--- config.mk ---
export PLATFORM = sky130hd
export DESIGN_NAME = twos_to_true_form
export DESIGN_NICKNAME = d
export VERILOG_FILES = /design/src/rtl/twos_pkg.sv /design/src/rtl/twos_negate_core.sv /design/src/rtl/twos_to_true_form.sv
export SDC_FILE = /design/constraint.sdc
export NUM_CORES = 1
export LEC_CHECK = 0
export CAP_MARGIN = 20
export CORE_ASPECT_RATIO = 2
export CORE_MARGIN = 2
export CORE_UTILIZATION = 40
export CTS_CLUSTER_SIZE = 24
export DETAILED_ROUTE_END_ITERATION = 8
export PLACE_DENSITY = 0.78
export RECOVER_POWER = 25
export SLEW_MARGIN = 10
export SYNTH_ARGS = -nofsm -noshare
export SYNTH_HDL_FRONTEND = slang
export SYNTH_SLANG_ARGS = --single-unit
--- constraint.sdc ---
create_clock -name clk -period 2.56 [get_ports clk]
set_input_delay 0.384 -clock clk [delete_from_list [all_inputs] [get_ports clk]]
set_output_delay 0.384 -clock clk [all_outputs]
set_load 0.02 [all_outputs]
--- src/rtl/twos_pkg.sv ---
// Shared constants, helpers and types for the two's-complement to sign-magnitude converter.
package twos_pkg;

  localparam int DEFAULT_WIDTH = 16;

  // Most-negative two's-complement code of a given width: MSB set, all other bits clear.
  function automatic logic [63:0] most_neg_code(input int unsigned width);
    return 64'd1 << (width - 32'd1);
  endfunction

  typedef struct packed {
    logic                     valid;
    logic                     ovf;
    logic [DEFAULT_WIDTH-1:0] data;
  } result_t;

endpackage

--- src/rtl/twos_negate_core.sv ---
// Combinational two's-complement to sign-magnitude conversion.
// Build option TWOS_SAT_EN makes the most-negative code saturate to all ones.
module twos_negate_core
  import twos_pkg::*;
#(
  parameter int WIDTH = DEFAULT_WIDTH
) (
  input  logic [WIDTH-1:0] in,
  output logic [WIDTH-1:0] res,
  output logic             ovf
);

  localparam logic [WIDTH-1:0] MOST_NEG = WIDTH'(most_neg_code(WIDTH));

  logic [WIDTH-2:0] mag_neg_s;

  // Magnitude of a negative operand wraps modulo 2^(WIDTH-1), so the most-negative code yields zero.
  always_comb begin
    mag_neg_s = ~in[WIDTH-2:0] + (WIDTH-1)'(1'b1);
    ovf       = (in == MOST_NEG);
    res       = in;
    if (in[WIDTH-1]) begin
`ifdef TWOS_SAT_EN
      if (ovf) begin
        res = {WIDTH{1'b1}};
      end else begin
        res = {1'b1, mag_neg_s};
      end
`else
      res = {1'b1, mag_neg_s};
`endif
    end else begin
      res = in;
    end
  end

endmodule

--- src/rtl/twos_to_true_form.sv ---
// Registered two's-complement to true-form (sign-magnitude) converter, one cycle latency.
// Optional build macro: TWOS_SAT_EN (saturate the most-negative input instead of negative zero).
module twos_to_true_form
  import twos_pkg::*;
#(
  parameter int WIDTH = DEFAULT_WIDTH
) (
  input  logic             clk,
  input  logic             rst,
  input  logic             in_valid,
  input  logic [WIDTH-1:0] in,
  output logic             out_valid,
  output logic [WIDTH-1:0] out,
  output logic [WIDTH-1:0] abs_out,
  output logic             ovf
);

  logic [WIDTH-1:0] res_s;
  logic             ovf_s;

  logic             valid_r;
  logic             ovf_r;
  logic [WIDTH-1:0] data_r;
  logic [WIDTH-1:0] abs_r;

  twos_negate_core #(.WIDTH(WIDTH)) u_core (
    .in  (in),
    .res (res_s),
    .ovf (ovf_s)
  );

  // Result pipeline stage; data holds across idle cycles so downstream can keep sampling it.
  always_ff @(posedge clk) begin
    if (rst) begin
      valid_r <= 1'b0;
      ovf_r   <= 1'b0;
      data_r  <= {WIDTH{1'b0}};
      abs_r   <= {WIDTH{1'b0}};
    end else if (in_valid) begin
      valid_r <= 1'b1;
      ovf_r   <= ovf_s;
      data_r  <= res_s;
      abs_r   <= {1'b0, res_s[WIDTH-2:0]};
    end else begin
      valid_r <= 1'b0;
    end
  end

  assign out_valid = valid_r;
  assign ovf       = ovf_r;
  assign out       = data_r;
  assign abs_out   = abs_r;

endmodule

======== Word-level counts from Yosys, hierarchy flattened ========
Cells that the tools add are included.
storage, ports and cells
  output and inout bits ................... 34
  word-level logic and storage cells ...... 9
  register bits ........................... 33
  bits of input ports ..................... 19
cells by class
  bitwise logic cells ..................... 1
  mux-type cells .......................... 2
  equality and inequality tests ........... 1
  add/sub/neg operators ................... 1
operators with widths
  kind                   number
  $eq 16x16->1 const B   1
  $mux 16                1
  $add 15x1->15 const B  1
  $not 15->15            1
  $mux 1                 1

======== Longest topological paths before layout ========
Gate-level depths: netlist (run 1).
  depth after elaboration ................. 3
  depth in mapped cells ................... 6
  gate-level depth less buffers ........... 6

======== Cells and area by module ========
From an unflattened synthesis (run 1), not the netlist that was laid out.
second synthesis, totals
  cells, all modules ...................... 121
  area total of the unflattened synthesis .. 1159.9 µm²
by module, submodules not included
  module             area an instance (µm²)  cells an instance  times used  sequential area each (µm²)
  twos_to_true_form  765.7                   74                 1           360.3
  twos_negate_core   394.1                   47                 1           0.0

======== Worst setup path after synthesis (run 1) ========
No wires, ideal clock.
  path kind ............................... input to register
  start ................................... input port in[0]
  end ..................................... register ovf_r (netlist: ovf)
  library setup time ...................... 0.070 ns
  required time ........................... 2.490 ns
  arrival ................................. 1.924 ns
  setup slack ............................. 0.565 ns
  path buffers ............................ 0
  cell stages on the path ................. 6
  path through ............................ inv_1 > ha_1 > or4b_1 > or2_1 > or4_1 > a21oi_1
between the ends
  longest elaborated chain between the ends .. 1
ends and longest elaborated chain
  what                    RTL line                 text
  start: declaration      twos_to_true_form.sv:11  input logic [WIDTH-1:0] in,
  $eq 16x16->1            twos_negate_core.sv:20   ovf = (in == MOST_NEG);
  end signal: assignment  twos_to_true_form.sv:41  ovf_r <= ovf_s;
  end: declaration        twos_to_true_form.sv:22  logic ovf_r;
Every way passes these cells.
A chain may end at the register's enable or synchronous reset.

======== Worst setup path in the final report (run 1) ========
Ends and elaborated chain as after synthesis.

==> results of run 1 <==
-- cells in the mapped netlist, types with 2 or more instances --
| cell type | number |
|---|---|
| nor3_1 | 4 |
| a21oi_1 | 3 |
| nand4_1 | 2 |
| nor3b_1 | 6 |
| a211oi_1 | 5 |
| buf_4 | 16 |
| clkbuf_1 | 6 |
| or4_1 | 3 |
| xnor2_1 | 2 |
| a31oi_1 | 5 |
| nor2b_1 | 2 |
| o22ai_1 | 2 |
| or3_1 | 3 |
| nand2b_1 | 3 |
| o21ai_0 | 4 |
| mux2i_1 | 3 |
| nand2_1 | 3 |
| nor2_1 | 10 |
| nand3_1 | 6 |
| inv_1 | 4 |
| xor2_1 | 3 |
| a211o_1 | 2 |
| dfxtp_1 | 18 |
| nor4_1 | 3 |
-- per-stage QoR --
step	hold WS, ns	cell area (um^2)	total power [mW]	setup TNS, ns
after floorplan	0.5210	1101	0.4499	0
after global placement	0.4626	1577	0.5553	0
after detailed placement	0.4724	1577	0.5591	-0.008863
after CTS	0.4814	1632	0.7908	0
after global routing	0.5001	1628	0.8169	0
final	0.4767	1628	0.7798	0
-- state kept, by name (all words and copies together), names as in the netlist --
| register | cells |
|---|---|
| out | 16 |
| out_valid | 1 |
| ovf | 1 |
-- layout make-up --
cell class | instances | area [um^2] | area share, %
clock buffer | 4 | 55.05 | 3.382
timing repair buffer | 61 | 581.8 | 35.74
sequential | 18 | 360.3 | 22.14
tap | 29 | 36.28 | 2.229
multi-input combinational | 88 | 579.3 | 35.59
inverter | 4 | 15.01 | 0.9224
-- layer usage --
layer | track usage [%] | up-vias
met5 | 0 | -
met4 | 8.710 | 0
met3 | 3.672 | 4
met2 | 36.41 | 43
met1 | 20.78 | 532
li1 | - | 561
-- worst paths after layout --
kind,endpoint,slack [ns],cells past startpoint
max,ovf,0.25,7
min,out[15],0.48,2
max reg2reg,out[9],1.68,3
min reg2reg,out[15],0.48,2
-- worst max-delay path, cell delays in order --
cell	delay [ns]
clkdlybuf4s50_1	0.44
inv_1	0.07
ha_1	0.19
or4b_1	0.51
or2_1	0.27
or4_1	0.47
a21oi_1	0.16
-- report_power, final --
part / leakage [nW] / switching (mW) / internal, mW / total (mW)
logic: 0.447 / 0.119 / 0.116 / 0.236
registers: 0.149 / 0.0130 / 0.300 / 0.313
clock network: 0.0288 / 0.0949 / 0.137 / 0.231
total: 0.625 / 0.227 / 0.553 / 0.780
-- kinds of logic after synthesis --
logic type | share of synthesized area, %
buffers and inverters | 14.66
xor gates and xnor gates | 3.978
DFF | 32.73
AOI/OAI and AO/OA | 16.93
and+or+nand+nor | 27.50
adders and majority gates | 1.136
muxes | 2.727
other | 0.3406
==> results.yml, run 1 <==
cells_and_area:
  layout.nets: 196
  fin_util_pct: 60.23
  area_growth_pct: 47.84
  drive_above_1_share_pct: 8.571
  stdcell_count: 204
  final_cell_mix: "clkdlybuf4s50_1, dfxtp_1, dlygate4sd3_1"
  layout_commonest_cell: "clkdlybuf4s50_1"
  fillCellCount: 267
  antennaDiodeCount: 0
floorplanning:
  die_area_mm2: 0.003214
  ios: 53
  core_region_area_mm2: 0.002703
  num_rows: 27
  die_h_um: 78.20
  die_w_um: 41.10
  start_util_pct: 40.74
detailed_routing:
  avgRoutedWirePerCell_um: 14.47
  drc_errors: 0
  drt_iter0_drc: 33
  met1_length_um: 1064
  viasPerCell: 5.588
  first_pass_iters: 4
  vias: 1140
  dr_wl_met3_um: 167
  wl_met2_um: 1678
  finalWirelength_um: 2952
  highest_layer: "met4"
  antenna_left: 0
clocking:
  cts_setup_buffers: 0
  htree_levels: 1
  insertion_delay_ns: 0.25
  cts_inserted_buffers: 3
  cts_tree: "done"
  cts.sink_count: 18
  root_buffer: "clkbuf_8"
  cts_buffer_depth: 2
  ctsHoldBuffers: 0
  clkTransAtPathRegs_ns: 0.06
  cts.repair.resized: 0
sta:
  setup_viol: 0
  tightest_slew_ns: 0.7378
  rsz0062_at_grt: "false"
  final_hold_viol_count: 0
  period_minus_slack_ns: 2.309
  max-slew-margin-rel_pct: 50.82
  finClkSkew_ns: 0
  fmax_mhz: 433.1
  fin_crit_sh_pct: 90.20
  maxSlewViolCount: 0
  setup_ws_ns: 0.2508
grt:
  grt_pass1_wl_um: 4726
  grt_pass1_vias: 1127
  grt.overflow.total: 0
  antenna_found_initial: 0
  grt_usage_pct: 20.41
  grt_max_degree: 20
pwr:
  leakagePower_nw: 0.6251
  vdd_drop_max_mv: 0.2958
  power.density_mw_per_mm2: 479.0
yosys:
  syn_nets: 153
  synth_edf_count: 0
  synth_warnings: 0
  syn_area_mm2: 0.001101
  synth_cells: 133
  ys_types: 39
  synthArstFlopShare_pct: 0
  yosysSeqAreaShare_pct: 32.73
  synth_top_area_share_pct: 32.73
  synth_area_leaders: "dfxtp_1, buf_4, nor3b_1"
  synth-seq-cells: 18
  synth.largest_area_cell: "dfxtp_1"
  synth.avg_cell_area_um2: 8.279
  ys.flop_type: "dfxtp_1"
worst_hold_path:
  holdCritStartpoint: "out[15]"
  hold_path.class: "flop to flop"
place:
  post-place-ws_ns: -0.008863
  dp_hpwl_um: 2312
  dp.cells: 200
  port_buffers: 51
  gp_congestion: 0.9158
setup_path:
  setup.worst_path.start: "in[0]"
  critPathMaxFanout: 4
  required_ns: 2.74
  worst_setup_path_start_kind: "input pin"
  worstSetupEndpointType: "flop"
  crit_arrival_ns: 2.49
  crit_type: "input pin to flop"
  worstReg2RegStart: "out[9]"
status:
  status: "finished clean"
run:
  cap_violations: 0
(Power assumes the default switching activity.)
==> run 2: changes to the inputs <==
==> constraint.sdc (replaced) <==
create_clock -name clk -period 2.56 [get_ports clk]
set_input_delay 0.384 -clock clk [delete_from_list [all_inputs] [get_ports clk]]
set_output_delay 0.384 -clock clk [all_outputs]
set_load 0.01 [all_outputs]
==> run 2 against run 1 <==
  * Sequential power is essentially flat
  * Sequential cell count is the same
  * Combinational power shrank 12%
  * Clock skew is the same
==> results.yml, run 2 (synthesis results as in run 1) <==
status:
  status: "finished clean"
detailed_routing:
  drt_iter0_drc: 34
  avgRoutedWirePerCell_um: 14.50
  vias: 1136
  finalWirelength_um: 2957
  viasPerCell: 5.569
  antenna_left: 0
  drc_errors: 0
  first_pass_iters: 4
floorplanning:
  core_region_area_mm2: 0.002703
  die_area_mm2: 0.003214
  die_w_um: 41.10
  ios: 53
  num_rows: 27
  die_h_um: 78.20
  start_util_pct: 40.74
clocking:
  cts.sink_count: 18
  cts_setup_buffers: 0
  ctsHoldBuffers: 0
  clkTransAtPathRegs_ns: 0.06
  cts_inserted_buffers: 3
  htree_levels: 1
  cts_tree: "done"
  root_buffer: "clkbuf_8"
  insertion_delay_ns: 0.25
  cts_buffer_depth: 2
  cts.repair.resized: 0
setup_path:
  worstSetupEndpointType: "flop"
  r2r-end: "out[9]"
  r2r_slack_ns: 1.68
  critPathMaxFanout: 4
  worstRegToRegCells: 3
  crit_type: "input pin to flop"
  required_ns: 2.74
  worstReg2RegStart: "out[9]"
  worst_setup_path_start_kind: "input pin"
  setup.worst_path.start: "in[0]"
  crit_arrival_ns: 2.50
sta:
  finClkSkew_ns: 0
  setup_viol: 0
  setup_ws_ns: 0.2469
  period_minus_slack_ns: 2.313
  finalSetupTns_ns: 0
  maxSlewViolCount: 0
  final_hold_viol_count: 0
  fin_crit_sh_pct: 90.35
  fmax_mhz: 432.3
  rsz0062_at_grt: "false"
worst_hold_path:
  hold_path.class: "flop to flop"
  min_path_cells: 2
  holdCritStartpoint: "out[15]"
  min_to: "out[15]"
grt:
  grt_max_degree: 20
  grt_pass1_wl_um: 4726
  grt.overflow.total: 0
  antenna_found_initial: 0
  grt_usage_pct: 20.41
  grt_pass1_vias: 1127
cells_and_area:
  final_cell_mix: "clkdlybuf4s50_1, dfxtp_1, dlygate4sd3_1"
  antennaDiodeCount: 0
  area_growth_pct: 48.18
  fin_util_pct: 60.37
  fillCellCount: 265
  drive_above_1_share_pct: 9.143
  multi_input_area_um2: 579.3
  layout.nets: 196
  largest_reg_flops: 16
  ff_latch_area_um2: 360.3
  layout_commonest_cell: "clkdlybuf4s50_1"
place:
  port_buffers: 51
  dp_hpwl_um: 2312
  gp_congestion: 0.9158
  post-place-ws_ns: -0.008863
run:
  cap_violations: 0
pwr:
  power.density_mw_per_mm2: 461.1
  leakagePower_nw: 0.6307
  vdd_drop_max_mv: 0.2913
## run 2: final cells by class
cell class                      instances  share of cell area (%)
Timing Repair Buffer                   61                   35.89
Multi-Input combinational cell         88                   35.51
Clock buffer                            4                   3.374
Inverter                                4                  0.9202
Sequential cell                        18                   22.09
Tap cell                               29                   2.224
## run 2: stage by stage
step	power [mW]	hold slack, ns	std cells	cell area (um^2)
2_1_floorplan	0.4208	0.4900	133	1101
3_3_place_gp	0.5266	0.4626	200	1577
3_5_place_dp	0.5305	0.4724	200	1577
4_1_cts	0.7621	0.4814	204	1632
5_1_grt	0.7883	0.4997	204	1632
6_report	0.7523	0.4762	204	1632
## run 2: metal layers
| metal | GRT usage (%) | vias up | part of all wire [%] |
|---|---|---|---|
| li1 | - | 559 | - |
| met1 | 20.78 | 532 | 36 |
| met2 | 36.41 | 41 | 57 |
| met3 | 3.672 | 4 | 5.5 |
| met4 | 8.710 | 0 | 1.5 |
| met5 | 0 | - | 0 |
## run 2: worst max-delay path by stage
| stage | to | slack [ns] |
|---|---|---|
| final | ovf | 0.25 |
| after global routing | ovf | 0.16 |
| after CTS | ovf | 0.25 |
| after detailed placement | ovf | -0.009 |
| after global placement | ovf | 0.12 |
| after floorplan | ovf | 0.57 |
## run 2: power by group
| part | internal (mW) | leakage [nW] | total (mW) | switching, mW |
|---|---|---|---|---|
| registers | 0.300 | 0.149 | 0.313 | 0.0129 |
| logic | 0.116 | 0.453 | 0.207 | 0.0910 |
| clock network | 0.137 | 0.0288 | 0.232 | 0.0958 |
| total | 0.553 | 0.631 | 0.752 | 0.200 |
## run 2: worst max-delay path: stages
cell and delay [ns]:
clkdlybuf4s50_1 0.44, inv_1 0.07, ha_1 0.19, or4b_1 0.51
or2_1 0.27, or4_1 0.48, a21oi_1 0.16
==> run 3: changes to the inputs <==
CTS_CLUSTER_SIZE = 28   (was 24)
SETUP_SLACK_MARGIN = 0.1   (was default)
==> results of run 3 <==
Final layout, timing and power as in run 2 (identical DEF).
